$ cat src/rtl/bip_pkg.sv
// rtl/bip_pkg.sv - shared BIP constants, opcode encodings and loader state encoding
package bip_pkg;

  localparam int NB_DATA   = 16;
  localparam int NB_OPCODE = 5;
  localparam int NB_BYTE   = 8;

  localparam logic [NB_OPCODE-1:0] OP_HALT                 = 5'd0;
  localparam logic [NB_OPCODE-1:0] OP_STORE                = 5'd1;
  localparam logic [NB_OPCODE-1:0] OP_LOAD                 = 5'd2;
  localparam logic [NB_OPCODE-1:0] OP_LOAD_IMMEDIATE       = 5'd3;
  localparam logic [NB_OPCODE-1:0] OP_ADD                  = 5'd4;
  localparam logic [NB_OPCODE-1:0] OP_ADD_IMMEDIATE        = 5'd5;
  localparam logic [NB_OPCODE-1:0] OP_SUBSTRACT            = 5'd6;
  localparam logic [NB_OPCODE-1:0] OP_SUBSTRACT_IMMEDIATE  = 5'd7;

  typedef enum logic [2:0] {
    ST_IDLE    = 3'd0,
    ST_WAIT_HI = 3'd1,
    ST_WAIT_LO = 3'd2,
    ST_WRITE   = 3'd3,
    ST_RUN     = 3'd4,
    ST_ERROR   = 3'd5
  } loader_state_t;

  // Opcode field sits in the top bits of the instruction word; control uses the same helper.
  function automatic logic [NB_OPCODE-1:0] opcode_of(input logic [NB_DATA-1:0] word);
    return word[NB_DATA-1 -: NB_OPCODE];
  endfunction

endpackage

$ cat src/rtl/bip_program_loader.sv
// rtl/bip_program_loader.sv - byte-stream to instruction-memory loader that gates BIP reset/run
module bip_program_loader
  import bip_pkg::*;
#(
  parameter int N_INSMEM_ADDR      = 2048,
  parameter int LOG2_N_INSMEM_ADDR = 11
) (
  input  logic                          i_clock,
  input  logic                          i_reset,
  input  logic [NB_BYTE-1:0]            i_rx_data,
  input  logic                          i_rx_valid,
  input  logic                          i_load,
  output logic [LOG2_N_INSMEM_ADDR-1:0] o_imem_addr,
  output logic [NB_DATA-1:0]            o_imem_data,
  output logic                          o_imem_we,
  output logic                          o_cpu_reset,
  output logic                          o_cpu_valid,
  output logic [LOG2_N_INSMEM_ADDR:0]   o_prog_len,
  output logic                          o_busy,
  output logic                          o_error
);

  localparam logic [LOG2_N_INSMEM_ADDR-1:0] LAST_ADDR = LOG2_N_INSMEM_ADDR'(N_INSMEM_ADDR - 1);
  localparam logic [LOG2_N_INSMEM_ADDR:0]   MAX_LEN   = (LOG2_N_INSMEM_ADDR + 1)'(N_INSMEM_ADDR);

  loader_state_t                   r_state;
  logic [LOG2_N_INSMEM_ADDR-1:0]   r_addr;
  logic [NB_DATA-1:0]              r_data;
  logic [NB_BYTE-1:0]              r_hi;
  logic                            r_we;
  logic                            r_cpu_reset;
  logic                            r_cpu_valid;
  logic [LOG2_N_INSMEM_ADDR:0]     r_prog_len;
  logic                            r_busy;
  logic                            r_error;
  logic                            w_is_halt;

  assign w_is_halt = (opcode_of(r_data) == OP_HALT);

  // Loader FSM: byte assembly, sequential write addressing and CPU reset/run gating.
  always_ff @(posedge i_clock or negedge i_reset) begin
    if (!i_reset) begin
      r_state     <= ST_IDLE;
      r_addr      <= '0;
      r_data      <= '0;
      r_hi        <= '0;
      r_we        <= 1'b0;
      r_cpu_reset <= 1'b1;
      r_cpu_valid <= 1'b0;
      r_prog_len  <= '0;
      r_busy      <= 1'b0;
      r_error     <= 1'b0;
    end else begin
      r_we <= 1'b0;
      if (i_load) begin
        // Restart from any state; a write already on the bus this cycle still lands.
        r_state     <= ST_WAIT_HI;
        r_addr      <= '0;
        r_prog_len  <= '0;
        r_error     <= 1'b0;
        r_cpu_reset <= 1'b1;
        r_cpu_valid <= 1'b0;
        r_busy      <= 1'b1;
      end else begin
        case (r_state)
          ST_WAIT_HI: begin
            if (i_rx_valid) begin
              r_hi    <= i_rx_data;
              r_state <= ST_WAIT_LO;
            end
          end
          ST_WAIT_LO: begin
            if (i_rx_valid) begin
              r_data  <= {r_hi, i_rx_data};
              r_we    <= 1'b1;
              r_state <= ST_WRITE;
            end
          end
          ST_WRITE: begin
            if (r_prog_len != MAX_LEN) begin
              r_prog_len <= r_prog_len + 1'b1;
            end
            if (w_is_halt) begin
              r_state     <= ST_RUN;
              r_cpu_reset <= 1'b0;
              r_cpu_valid <= 1'b1;
              r_busy      <= 1'b0;
            end else if (r_addr == LAST_ADDR) begin
              r_state <= ST_ERROR;
              r_error <= 1'b1;
              r_busy  <= 1'b0;
            end else begin
              r_addr  <= r_addr + 1'b1;
              r_state <= ST_WAIT_HI;
            end
          end
          default: begin
          end
        endcase
      end
    end
  end

  assign o_imem_addr = r_addr;
  assign o_imem_data = r_data;
  assign o_imem_we   = r_we;
  assign o_cpu_reset = r_cpu_reset;
  assign o_cpu_valid = r_cpu_valid;
  assign o_prog_len  = r_prog_len;
  assign o_busy      = r_busy;
  assign o_error     = r_error;

endmodule

$ cat config.mk
export PLATFORM = sky130hd
export DESIGN_NAME = bip_program_loader
export DESIGN_NICKNAME = d
export VERILOG_FILES = /design/src/rtl/bip_pkg.sv /design/src/rtl/bip_program_loader.sv
export SDC_FILE = /design/constraint.sdc
export NUM_CORES = 1
export LEC_CHECK = 0
export BUFFER_PORTS_ARGS = -buffer_cell sky130_fd_sc_hd__buf_2
export CAP_MARGIN = 5
export CELL_PAD_IN_SITES_DETAIL_PLACEMENT = 1
export CELL_PAD_IN_SITES_GLOBAL_PLACEMENT = 1
export CORE_MARGIN = 2
export CORE_UTILIZATION = 35
export DETAILED_ROUTE_END_ITERATION = 10
export GPL_TIMING_DRIVEN = 0
export PLACE_DENSITY = 0.77
export SETUP_SLACK_MARGIN = 0.2
export SYNTH_ARGS = -nofsm -noshare
export SYNTH_HDL_FRONTEND = slang
export SYNTH_SLANG_ARGS = --single-unit
$ cat constraint.sdc
create_clock -name i_clock -period 2.45 [get_ports i_clock]
set_input_delay 0.245 -clock i_clock [delete_from_list [all_inputs] [get_ports i_clock]]
set_output_delay 0.245 -clock i_clock [all_outputs]
set_load 0.05 [all_outputs]
# Word-level counts from Yosys, hierarchy flattened
# Cells that the tools add are included.
totals:
  regBits: 55
  latchBits: 0
  ram_bits: 0
  mem_bits_ro: 0
  inputBits: 12
  output_inout_bits: 44
  elab_cells: 67
  mem_count: 0
op_classes:
  n_addsub: 2
  mul: 0
  n_div: 0
  order_cmp: 0
  n_eq_ne: 9
  shifts: 0
  muxes: 30
  n_bitwise: 1
  reduce_logical: 15
op_table:
  columns: ["op", "count"]
  rows:
  - ["$mux W11", 4]
  - ["$mux W12", 3]
  - ["$mux W1", 17]
  - ["$mux W3", 5]
  - ["$reduce_and A3 Y1", 5]
  - ["$add A12 B1 Y12 const B", 1]
  - ["$ne A12 B12 Y1 const B", 1]
  - ["$add A11 B1 Y11 const B", 1]
  - ["$eq A11 B11 Y1 const B", 1]
  - ["$pmux W3 S3", 1]
  - ["$reduce_bool A2 Y1", 4]
  - ["$eq A3 B2 Y1 const B", 2]
  - ["$ne A3 B3 Y1 const B", 2]
  - ["$reduce_and A2 Y1", 3]
  - ["$logic_not A5 Y1", 1]
  - ["$ne A2 B2 Y1 const B", 2]
  - ["$reduce_bool A4 Y1", 1]
  - ["$eq A3 B1 Y1 const B", 1]
  - ["$reduce_bool A3 Y1", 1]
  - ["$not A1 Y1", 1]

# Longest topological paths before layout
# Gate-level depths: netlist of the first run.
depth:
  word_depth: 5
  ltp_mapped: 7
  depth_no_buf: 6

# Worst setup path before layout of the first run
# Ideal clock, no wire load.
synth_timing:
  path_kind: "reg2reg"
  startpoint: "register r_addr[0], in the netlist o_imem_addr[0]"
  endpoint: "register r_addr[4], in the netlist o_imem_addr[4]"
  setup_time_ps: 119
  arrival_ps: 1862
  t_required_ps: 2331
  slack_ps: 469
  path_stages_with_launch: 7
  n_path_buf: 1
  synth_period_minus_slack_ps: 1981
  path_cell_list: "dfrtp_1 ha_1 inv_1 nor4_4 buf_2 nor4_1 o21ba_2"
synth_via:
  elab_chain_cells: 5
  elab_cells_between_ends: 8
  classes_between: "add/sub (1); eq/ne (2); mux (4); reduce/logical (1)"
synth_rtl:
  columns: ["item", "line", "source"]
  rows:
  - ["start: declaration", "bip_program_loader.sv:27", "logic [LOG2_N_INSMEM_ADDR-1:0] r_addr;"]
  - ["start signal: assignment", "bip_program_loader.sv:93", "r_addr <= r_addr + 1'b1;"]
  - ["$add A11 B1 Y11", "bip_program_loader.sv:93", null]
  - ["$mux W11", "bip_program_loader.sv:88", "end else if (r_addr == LAST_ADDR) begin"]
  - ["$mux W11", "bip_program_loader.sv:83", "if (w_is_halt) begin"]
  - ["$mux W11", "bip_program_loader.sv:65", "case (r_state)"]
  - ["$mux W11", "bip_program_loader.sv:55", "if (i_load) begin"]
# Parallel ways exist; a longest one is shown, timed or not. The select of a mux whose other input is x is not followed.
# A chain may end at the register's enable or synchronous reset.

# Worst setup path in the final report of the first run
layout_timing:
  startpoint: "register r_addr[1], in the netlist o_imem_addr[1]"
  endpoint: "register r_busy, in the netlist o_busy"
layout_via:
  elab_chain_cells: 3
layout_rtl:
  columns: ["item", "line", "source"]
  rows:
  - ["$eq A11 B11 Y1", "bip_program_loader.sv:88", null]
  - ["$reduce_bool A3 Y1 (no line)", null, null]
  - ["$reduce_and A2 Y1 (no line)", null, null]
  - ["end signal: assignment", "bip_program_loader.sv:63", "r_busy <= 1'b1;"]
  - ["end signal: assignment", "bip_program_loader.sv:87", "r_busy <= 1'b0;"]
  - ["end signal: assignment", "bip_program_loader.sv:91", "r_busy <= 1'b0;"]
  - ["end: declaration", "bip_program_loader.sv:34", "logic r_busy;"]
# Every way passes these cells.

==> impl_metrics.ini, run 1 <==
[synth]
postSynthCellCount = 222
synth_flop_cell = dfrtp_1
yosysWarnings = 0
synthTopCellsByArea = dfrtp_1 52%, mux2_2 12%, nor2_1 3.2%
syn_avg_cell_area_um2 = 11.6
ys_ff_latch = 55
yosysMostFrequentCell = dfrtp_1
synth-async-reset-ratio_pct = 100
synth_seq_area_share_pct = 53.5
synth_nets = 237
yosys-top-cells-count = 54 x dfrtp_1, 27 x mux2_2, 22 x nor2_1, 10 x a21oi_1, 9 x inv_1
yosysTopAreaCell = dfrtp_1
synth-edff-count = 0
yosysTopAreaCellShare_pct = 52.5
netlist_area_um2 = 2580
yosysUniqueCellTypes = 46

[global_routing]
grt.overflow.total = 0
grt_use_total_pct = 14.9
grt_max_degree = 56
grt_pass1_vias = 2013
antenna_found_initial = 0
grt_pass1_wl_um = 9890

[finish]
fin_nets = 298
syn_to_final_growth_pct = 19.1
final_area_um2 = 3070
antenna_cells = 0
drive_above_1_share_pct = 37.3

[drt]
wl_per_cell_um = 15.1
drt_iter0_markers = 71
via_count = 1930
dr.pass1.iters = 4
ant_nets = 0
drt-total-wl_um = 5780
drc = 0
vias_per_cell = 5.04

[outcome]
status = finished with violations
violations = negative hold slack

[sta]
rsz0062_at_grt = no
fin_crit_sh_pct = 76.6
final-setup-viol-count = 0
slew-limit-headroom_pct = 53.2
drv_slew = 0
hold_viol = 53
fmax_mhz = 533
worst_slew_pin_slew_ns = 0.702
setup_tns_ns = 0
fin_skew_ns = 0.0130
whs_ns = -0.0256
fin_crit_ns = 1.88

[critical_path]
r2r_end = o_busy
crit_type = flop to flop
r2r-start = o_imem_addr[1]
critPathArrivalTime_ns = 2.09
reg2reg_slack_ns = 0.57
cp-end-kind = flop
critPathMaxFanout = 10
rr_worst_depth = 6
startpoint_type = flop
required_ns = 2.67

[place]
gp_congestion = 0.807
dpl_cell_area_um2 = 2970
post-dp-hpwl_um = 4230
portBuffers = 54

[floorplanning]
die_y_um = 89.8
ioPinCount = 56
core-area_um2 = 7180
dieArea_um2 = 8060
initial_core_util_pct = 35.9
rows = 31
dieWidth_um = 89.8

[power]
peakVddDrop_v = 0.000561
p_leak_nw = 1.49
powerDensity_nw_per_um2 = 854

[clock_network]
clock_latency_ns = 0.32
clkSlewWorstSetupHoldPaths_ns = 0.11
clk_path_buf_depth = 2
cts_resized = 0
clockRootBuffer = clkbuf_8
ctsHtreeMaxLevel = 2
cts_setup_buffers = 0
clkSinkCount = 55
ctsHoldBuffers = 0
cts_tree = yes
numCtsBuffers = 5

[flow_run]
drv_cap = 0

[worst_hold_path]
hp-class = input port to asynchronous set/reset pin
-- registers in the layout, summed over array words and instances (netlist names), 3 cells and up --
signal	cells
o_prog_len	12
o_imem_addr	11
r_hi	8
o_imem_data	16
r_state	3
-- how the worst max path moves through the flow --
stage	from	endpoint	slack, ns	depth (start not counted)
4_1_cts	o_imem_addr[0]	o_imem_addr[4]	0.56	6
3_3_place_gp	o_imem_addr[0]	o_busy	0.63	6
3_5_place_dp	o_imem_addr[0]	o_busy	0.59	6
6_report	o_imem_addr[1]	o_busy	0.57	6
2_1_floorplan	o_imem_addr[0]	o_imem_addr[4]	0.47	6
5_1_grt	o_imem_addr[0]	o_busy	0.45	6
-- layout by cell type (no fill, tap or decap), types with 2 or more instances in the layout --
master    Yosys  routed
nand3b_1      3       3
and3_1        2       2
nand4_1       8       8
nand3_1       6       6
nor4_2        2       2
buf_1         3       3
nor2_1       22      22
ha_1          3       3
o21ai_0       6       6
nor2b_1       5       5
mux2_2       27      27
o31ai_1       2       2
buf_2         5      58
buf_4         1       2
inv_1         9       9
inv_6         0       2
nor3_1        2       2
nor4b_1       3       3
clkbuf_8      0       5
or3_1         2       2
and4_1        2       2
or4_1         2       2
xor2_1        8       8
a21o_1        2       2
mux2_4        2       2
nor4_1        3       3
dfrtp_1      54      54
nand2_1       8       8
o31a_1        2       2
a21oi_1      10      10
-- report_power, final --
part | switching (W) | total [W] | internal, W | leakage [nW]
Sequential | 0.000111 | 0.00119 | 0.00108 | 0.725
Clock | 0.000323 | 0.000534 | 0.000211 | 0.0491
Combinational | 0.000632 | 0.000901 | 0.000269 | 0.719
Total | 0.00107 | 0.00262 | 0.00156 | 1.49
-- metrics by stage --
stage	util (%)	worst slack [ns]	power, W	cells	hold WS (ns)
after global routing	42.8	0.450	0.00276	383	0.0291
after detailed placement	41.4	0.585	0.00212	375	0.470
after floorplan	-	0.469	0.00187	222	-0.0506
after CTS	42.7	0.559	0.00267	383	0.154
after global placement	41.4	0.631	0.00208	375	0.468
final	42.8	0.574	0.00262	383	-0.0256
-- per-layer routing --
metal | routed length [µm] | part of all wire, % | GRT usage, % | vias up
met5 | 0 | 0 | 0 | -
met3 | 344 | 5.9 | 3.77 | 5
met1 | 2570 | 44 | 18.8 | 973
met4 | 62 | 1.1 | 4.23 | 0
li1 | - | - | - | 909
met2 | 2800 | 48 | 25.6 | 43
-- worst max-delay path, stage by stage, from the launching register on --
cell,delay (ns)
dfrtp_1,0.42
ha_1,0.24
inv_1,0.11
nor4_4,0.44
buf_2,0.29
o21ai_0,0.11
a21o_1,0.18
-- cell type report --
type,instances,area [µm²]
fill,799,4110
sequential,55,1380
multi-input combinational,148,1110
timing repair buffer,54,273
tap,99,124
clock buffer,5,68.8
buffer,10,55.1
inverter,9,33.8
clock inverter,3,26.3
-- logic make-up after synthesis --
family	count (synthesis)	synth area share (%)
simple gates	77	17.8
flops	55	53.5
mux	30	13.4
compound gates	29	7.43
buf+inv	19	3.45
xor+xnor	9	3.06
fa+ha+maj	3	1.46
(Power assumes the default switching activity.)
==> run 2, diff against run 1 <==
--- a/config.mk
+++ b/config.mk
@@ -13,7 +13,7 @@
 export CORE_UTILIZATION = 35
 export DETAILED_ROUTE_END_ITERATION = 10
 export GPL_TIMING_DRIVEN = 0
-export PLACE_DENSITY = 0.77
+export PLACE_DENSITY = 0.8
 export SETUP_SLACK_MARGIN = 0.2
 export SYNTH_ARGS = -nofsm -noshare
 export SYNTH_HDL_FRONTEND = slang
==> constraint.sdc (replaced) <==
create_clock -name i_clock -period 1.65 [get_ports i_clock]
set_input_delay 0.165 -clock i_clock [delete_from_list [all_inputs] [get_ports i_clock]]
set_output_delay 0.165 -clock i_clock [all_outputs]
set_load 0.05 [all_outputs]
==> impl_metrics.ini, run 2 (synthesized netlist as in run 1, its figures left out) <==
[critical_path]
r2r_end = o_imem_addr[9]
crit_type = flop to flop
path_cells = or4_4, o21ai_4, buf_6, nor4_2, mux2_4
cp_slowest_cell = or4_4
r2r-start = o_imem_data[13]
startpoint_type = flop
critPathMaxFanout = 6
critPathArrivalTime_ns = 1.99
rr_worst_depth = 5
slowest_delay_ns = 0.57
reg2reg_slack_ns = -0.13
required_ns = 1.86
cp-end-kind = flop

[drt]
vias_per_cell = 5.15
dr.pass1.iters = 4
drc = 0
ant_nets = 0
drt_iter0_markers = 67
wl_per_cell_um = 17.5
via_count = 2118
drt-total-wl_um = 7210

[finish]
largest_register_ffs = 16
multi_input_area_um2 = 1340
seqCellArea_um2 = 1410
final_area_um2 = 3650
n_fill_cell = 768
syn_to_final_growth_pct = 41.7
utilization_pct = 50.9
layout_commonest_cell = buf_2
layout_common_cells = 54 x buf_2, 32 x dfrtp_1, 22 x dfrtp_2
antenna_cells = 0
drive_above_1_share_pct = 58.7
fin_nets = 326

[global_routing]
grt_max_degree = 56
grt_pass1_wl_um = 11100
grt_pass1_vias = 2145
antenna_found_initial = 0
grt_use_total_pct = 16.9
grt.overflow.total = 0

[place]
portBuffers = 54
dpl_cell_area_um2 = 3040
post-dp-hpwl_um = 4110
gp_congestion = 0.778

[worst_hold_path]
min_from = i_rx_data[0]
hp-class = input port to flop
hold_depth = 2
hold-path-endpoint = r_hi[0]

[clock_network]
clockRootBuffer = clkbuf_8
numCtsBuffers = 5
clk_path_buf_depth = 2
clkSlewWorstSetupHoldPaths_ns = 0.12
clock_latency_ns = 0.32
ctsHtreeMaxLevel = 2
clkSinkCount = 55
cts_tree = yes

[sta]
fin_crit_sh_pct = 108
final-setup-viol-count = 13
worst_slew_pin_slew_ns = 0.709
hold_viol = 0
fmax_mhz = 562
slew-limit-headroom_pct = 52.7
worst_slack_ns = -0.128
drv_slew = 0
fin_skew_ns = 0.0172
fin_crit_ns = 1.78
rsz0062_at_grt = yes

[flow_run]
drv_cap = 0

[floorplanning]
rows = 31
dieArea_um2 = 8060
core-area_um2 = 7180
ioPinCount = 56
dieWidth_um = 89.8
initial_core_util_pct = 35.9
die_y_um = 89.8

[power]
powerDensity_nw_per_um2 = 1210
peakVddDrop_v = 0.00103
p_leak_nw = 1.70

[outcome]
status = finished with violations
violations = negative setup slack
==> run 2: cell types whose count changed in the layout (fill, tap and decap cells not counted), moves of 4 or more <==
cell,change
mux2_4,+9
inv_1,-4
nand3_1,-4
mux2_2,-9
inv_2,+4
buf_2,-4
buf_6,+13
o21ai_0,-4
buf_4,+16
dfrtp_2,+22
dfrtp_1,-22
==> run 2: worst max path at each step <==
| stage | startpoint | to | slack (ns) | depth (start not counted) |
|---|---|---|---|---|
| 2_1_floorplan | o_imem_data[11] | o_imem_addr[9] | -0.23 | 5 |
| 3_3_place_gp | o_imem_data[11] | o_imem_addr[9] | -0.19 | 5 |
| 3_5_place_dp | o_imem_addr[0] | o_busy | -0.23 | 6 |
| 4_1_cts | o_imem_data[13] | o_imem_addr[9] | -0.13 | 5 |
| 5_1_grt | o_imem_data[14] | o_imem_addr[9] | -0.17 | 5 |
| 6_report | o_imem_data[13] | o_imem_addr[9] | -0.13 | 5 |
==> run 2: layout make-up <==
class	instances	area share, %
Clock inverter	2	1.06
Sequential cell	55	38.5
Buffer	10	2.54
Tap cell	99	3.39
Timing Repair Buffer	82	14.6
Multi-Input combinational cell	148	36.8
Clock buffer	6	2.26
Inverter	9	0.925
==> run 2: worst max-delay path: cells and delay by family, from the launching register on <==
family	cells	cell delay, ns
and+or+nand+nor	2	0.62
AOI/OAI and AO/OA	1	0.19
buffers and inverters	1	0.16
DFF	1	0.41
muxes	1	0.30
==> run 2: repair_timing <==
item                       4_1_cts  5_1_grt
hold endpoints to repair         0       54
pin swaps                       15       14
gates resized for setup         25       40
setup endpoints to repair       36       52
hold buffers                     0        1
buffers inserted                18        9
==> run 2: metal layers <==
metal / global-route usage [%] / share of wire [%] / up-vias
li1: - / - / 966
met1: 20.9 / 42 / 1090
met2: 30.1 / 52 / 51
met3: 3.77 / 4.0 / 11
met4: 4.49 / 1.8 / 0
met5: 0 / 0 / -
==> run 2: stage by stage <==
step	TNS [ns]	setup WS (ns)	hold WS [ns]	std cells	power, W
floorplan	-1.49	-0.233	-0.131	222	0.00280
global route	-2.17	-0.171	0.0753	411	0.00464
CTS	-1.16	-0.126	0.0825	401	0.00427
finish	-1.18	-0.128	0.0827	411	0.00443
detailed placement	-1.99	-0.229	0.416	375	0.00315
global placement	-1.30	-0.192	0.413	375	0.00311
==> run 2: power by group <==
| group | total [W] | internal, W | switching, W |
|---|---|---|---|
| Combinational | 0.00169 | 0.000626 | 0.00106 |
| Clock | 0.000973 | 0.000500 | 0.000473 |
| Sequential | 0.00177 | 0.00160 | 0.000168 |
| Total | 0.00443 | 0.00273 | 0.00170 |
==> run 3, diff against run 2 <==
--- a/config.mk
+++ b/config.mk
@@ -9,7 +9,6 @@
 export CAP_MARGIN = 5
 export CELL_PAD_IN_SITES_DETAIL_PLACEMENT = 1
 export CELL_PAD_IN_SITES_GLOBAL_PLACEMENT = 1
-export CORE_MARGIN = 2
 export CORE_UTILIZATION = 35
 export DETAILED_ROUTE_END_ITERATION = 10
 export GPL_TIMING_DRIVEN = 0
==> impl_metrics.ini, run 3 (synthesized netlist as in run 1, its figures left out) <==
[finish]
layout_common_cells = 54 x buf_2, 30 x dfrtp_1, 26 x mux2_2
antenna_cells = 0
fin_cells = 406
largest_register_ffs = 16
layout_commonest_cell = buf_2
n_fill_cell = 759
syn_to_final_growth_pct = 37.8
final_area_um2 = 3550
fin_nets = 324
drive_above_1_share_pct = 58.7

[floorplanning]
ioPinCount = 56
core-area_um2 = 6940
dieArea_um2 = 7710
initial_core_util_pct = 37.1
rows = 30
die_y_um = 87.8
dieWidth_um = 87.8

[outcome]
status = finished with violations
violations = negative setup slack

[sta]
drv_slew = 0
hold_viol = 0
final-setup-viol-count = 13
fin_crit_ns = 1.78
fmax_mhz = 562
fin_skew_ns = 0.00513
setup_tns_ns = -1.04
fin_crit_sh_pct = 108
worst_slack_ns = -0.131
worst_slew_pin_slew_ns = 0.713
slew-limit-headroom_pct = 52.5
rsz0062_at_grt = yes

[power]
p_leak_nw = 1.63
peakVddDrop_v = 0.000741
powerDensity_nw_per_um2 = 1210
p_total_w = 0.00430

[clock_network]
ctsHtreeMaxLevel = 2
clkSlewWorstSetupHoldPaths_ns = 0.10
clockRootBuffer = clkbuf_8
clk_path_buf_depth = 2
clkSinkCount = 55
cts_tree = yes
clock_latency_ns = 0.31
numCtsBuffers = 5

[global_routing]
grt_pass1_vias = 2136
grt.overflow.total = 0
antenna_found_initial = 0
grt_max_degree = 56
grt_pass1_wl_um = 10800
grt_use_total_pct = 18.6

[place]
dpl_cell_area_um2 = 3030
dp_cells = 372
portBuffers = 54
post-dp-hpwl_um = 4320
dp_slack_ns = -0.217
gp_congestion = 0.773

[critical_path]
path_cells = or4_4, o21ai_4, buf_6, nor4_4, mux2_4
cp-end-kind = flop
crit_type = flop to flop
slowest_delay_ns = 0.57
startpoint_type = flop
cp_slowest_cell = or4_4
required_ns = 1.86
critPathMaxFanout = 7
critPathArrivalTime_ns = 1.99

[drt]
drc = 0
drt_iter0_markers = 72
via_count = 2069
drt-total-wl_um = 6650
wl_per_cell_um = 16.4
vias_per_cell = 5.10
dr.pass1.iters = 4
ant_nets = 0

[worst_hold_path]
hp-class = input port to flop

[flow_run]
drv_cap = 0
-- run 3: cell types whose count changed in the layout (fill, tap and decap cells not counted), moves of 2 or more --
| cell | delta |
|---|---|
| buf_6 | -8 |
| mux2_4 | -8 |
| dfrtp_1 | -2 |
| a21oi_1 | -2 |
| buf_4 | +7 |
| dfrtp_2 | +2 |
| o21ai_0 | +2 |
| inv_2 | -2 |
| a21oi_2 | +2 |
| buf_12 | -2 |
| mux2_2 | +8 |
-- run 3: cell type report --
type	count	area (µm²)	area share (%)
plain buffers	10	83.8	2.36
clock buffers	5	68.8	1.94
clock inverters	3	47.5	1.34
inverters	9	36.3	1.02
multi-input cells	148	1310	36.9
flip-flops and latches	55	1410	39.6
well taps	96	120	3.38
repair buffers	80	478	13.5
-- run 3: final timing paths --
check                                 from              to  slack [ns]  cells past startpoint
min reg2reg                 o_imem_data[7]  o_imem_data[7]        0.51                      1
min                           i_rx_data[7]  o_imem_data[7]        0.09                      2
min in group asynchronous          i_reset     o_cpu_valid        0.44                      2
max reg2reg                o_imem_data[14]  o_imem_addr[9]       -0.13                      5
max                        o_imem_data[14]  o_imem_addr[9]       -0.13                      5
max in group asynchronous          i_reset  o_imem_addr[4]        0.69                      2
-- run 3: layer usage --
metal / global-route usage [%] / up-vias / wire length [µm]
li1: - / 968 / -
met1: 22.7 / 1053 / 2800
met2: 33.3 / 41 / 3560
met3: 3.58 / 7 / 196
met4: 4.92 / 0 / 93
met5: 0 / - / 0
-- run 3: report_power, final --
| group | leakage [nW] | switching [W] | internal, W | total, W |
|---|---|---|---|---|
| combinational | 0.888 | 0.00103 | 0.000560 | 0.00159 |
| sequential | 0.687 | 0.000174 | 0.00161 | 0.00178 |
| clock | 0.0587 | 0.000471 | 0.000461 | 0.000932 |
-- run 3: repair_timing --
item,CTS,global route
gates resized for setup,24,22
pin swaps,16,16
endpoints found under the setup margin,37,38
hold buffers,0,1
endpoints found under the hold margin,0,54
setup buffers,17,8
-- run 3: critical path, delay by kind of cell, from the launching register on --
family                 cells  cell delay, ns
AND/OR/NAND/NOR            2            0.62
AO/OA/AOI/OAI              1            0.17
flip-flops                 1            0.42
multiplexers               1            0.30
buffers and inverters      1            0.16
-- run 3: metrics by stage --
stage          hold slack (ns)  utilization [%]
2_1_floorplan           -0.131                -
6_report                0.0898             51.1
5_1_grt                 0.0682             51.1
3_5_place_dp             0.417             43.7
4_1_cts                 0.0812             48.8
3_3_place_gp             0.414             43.7
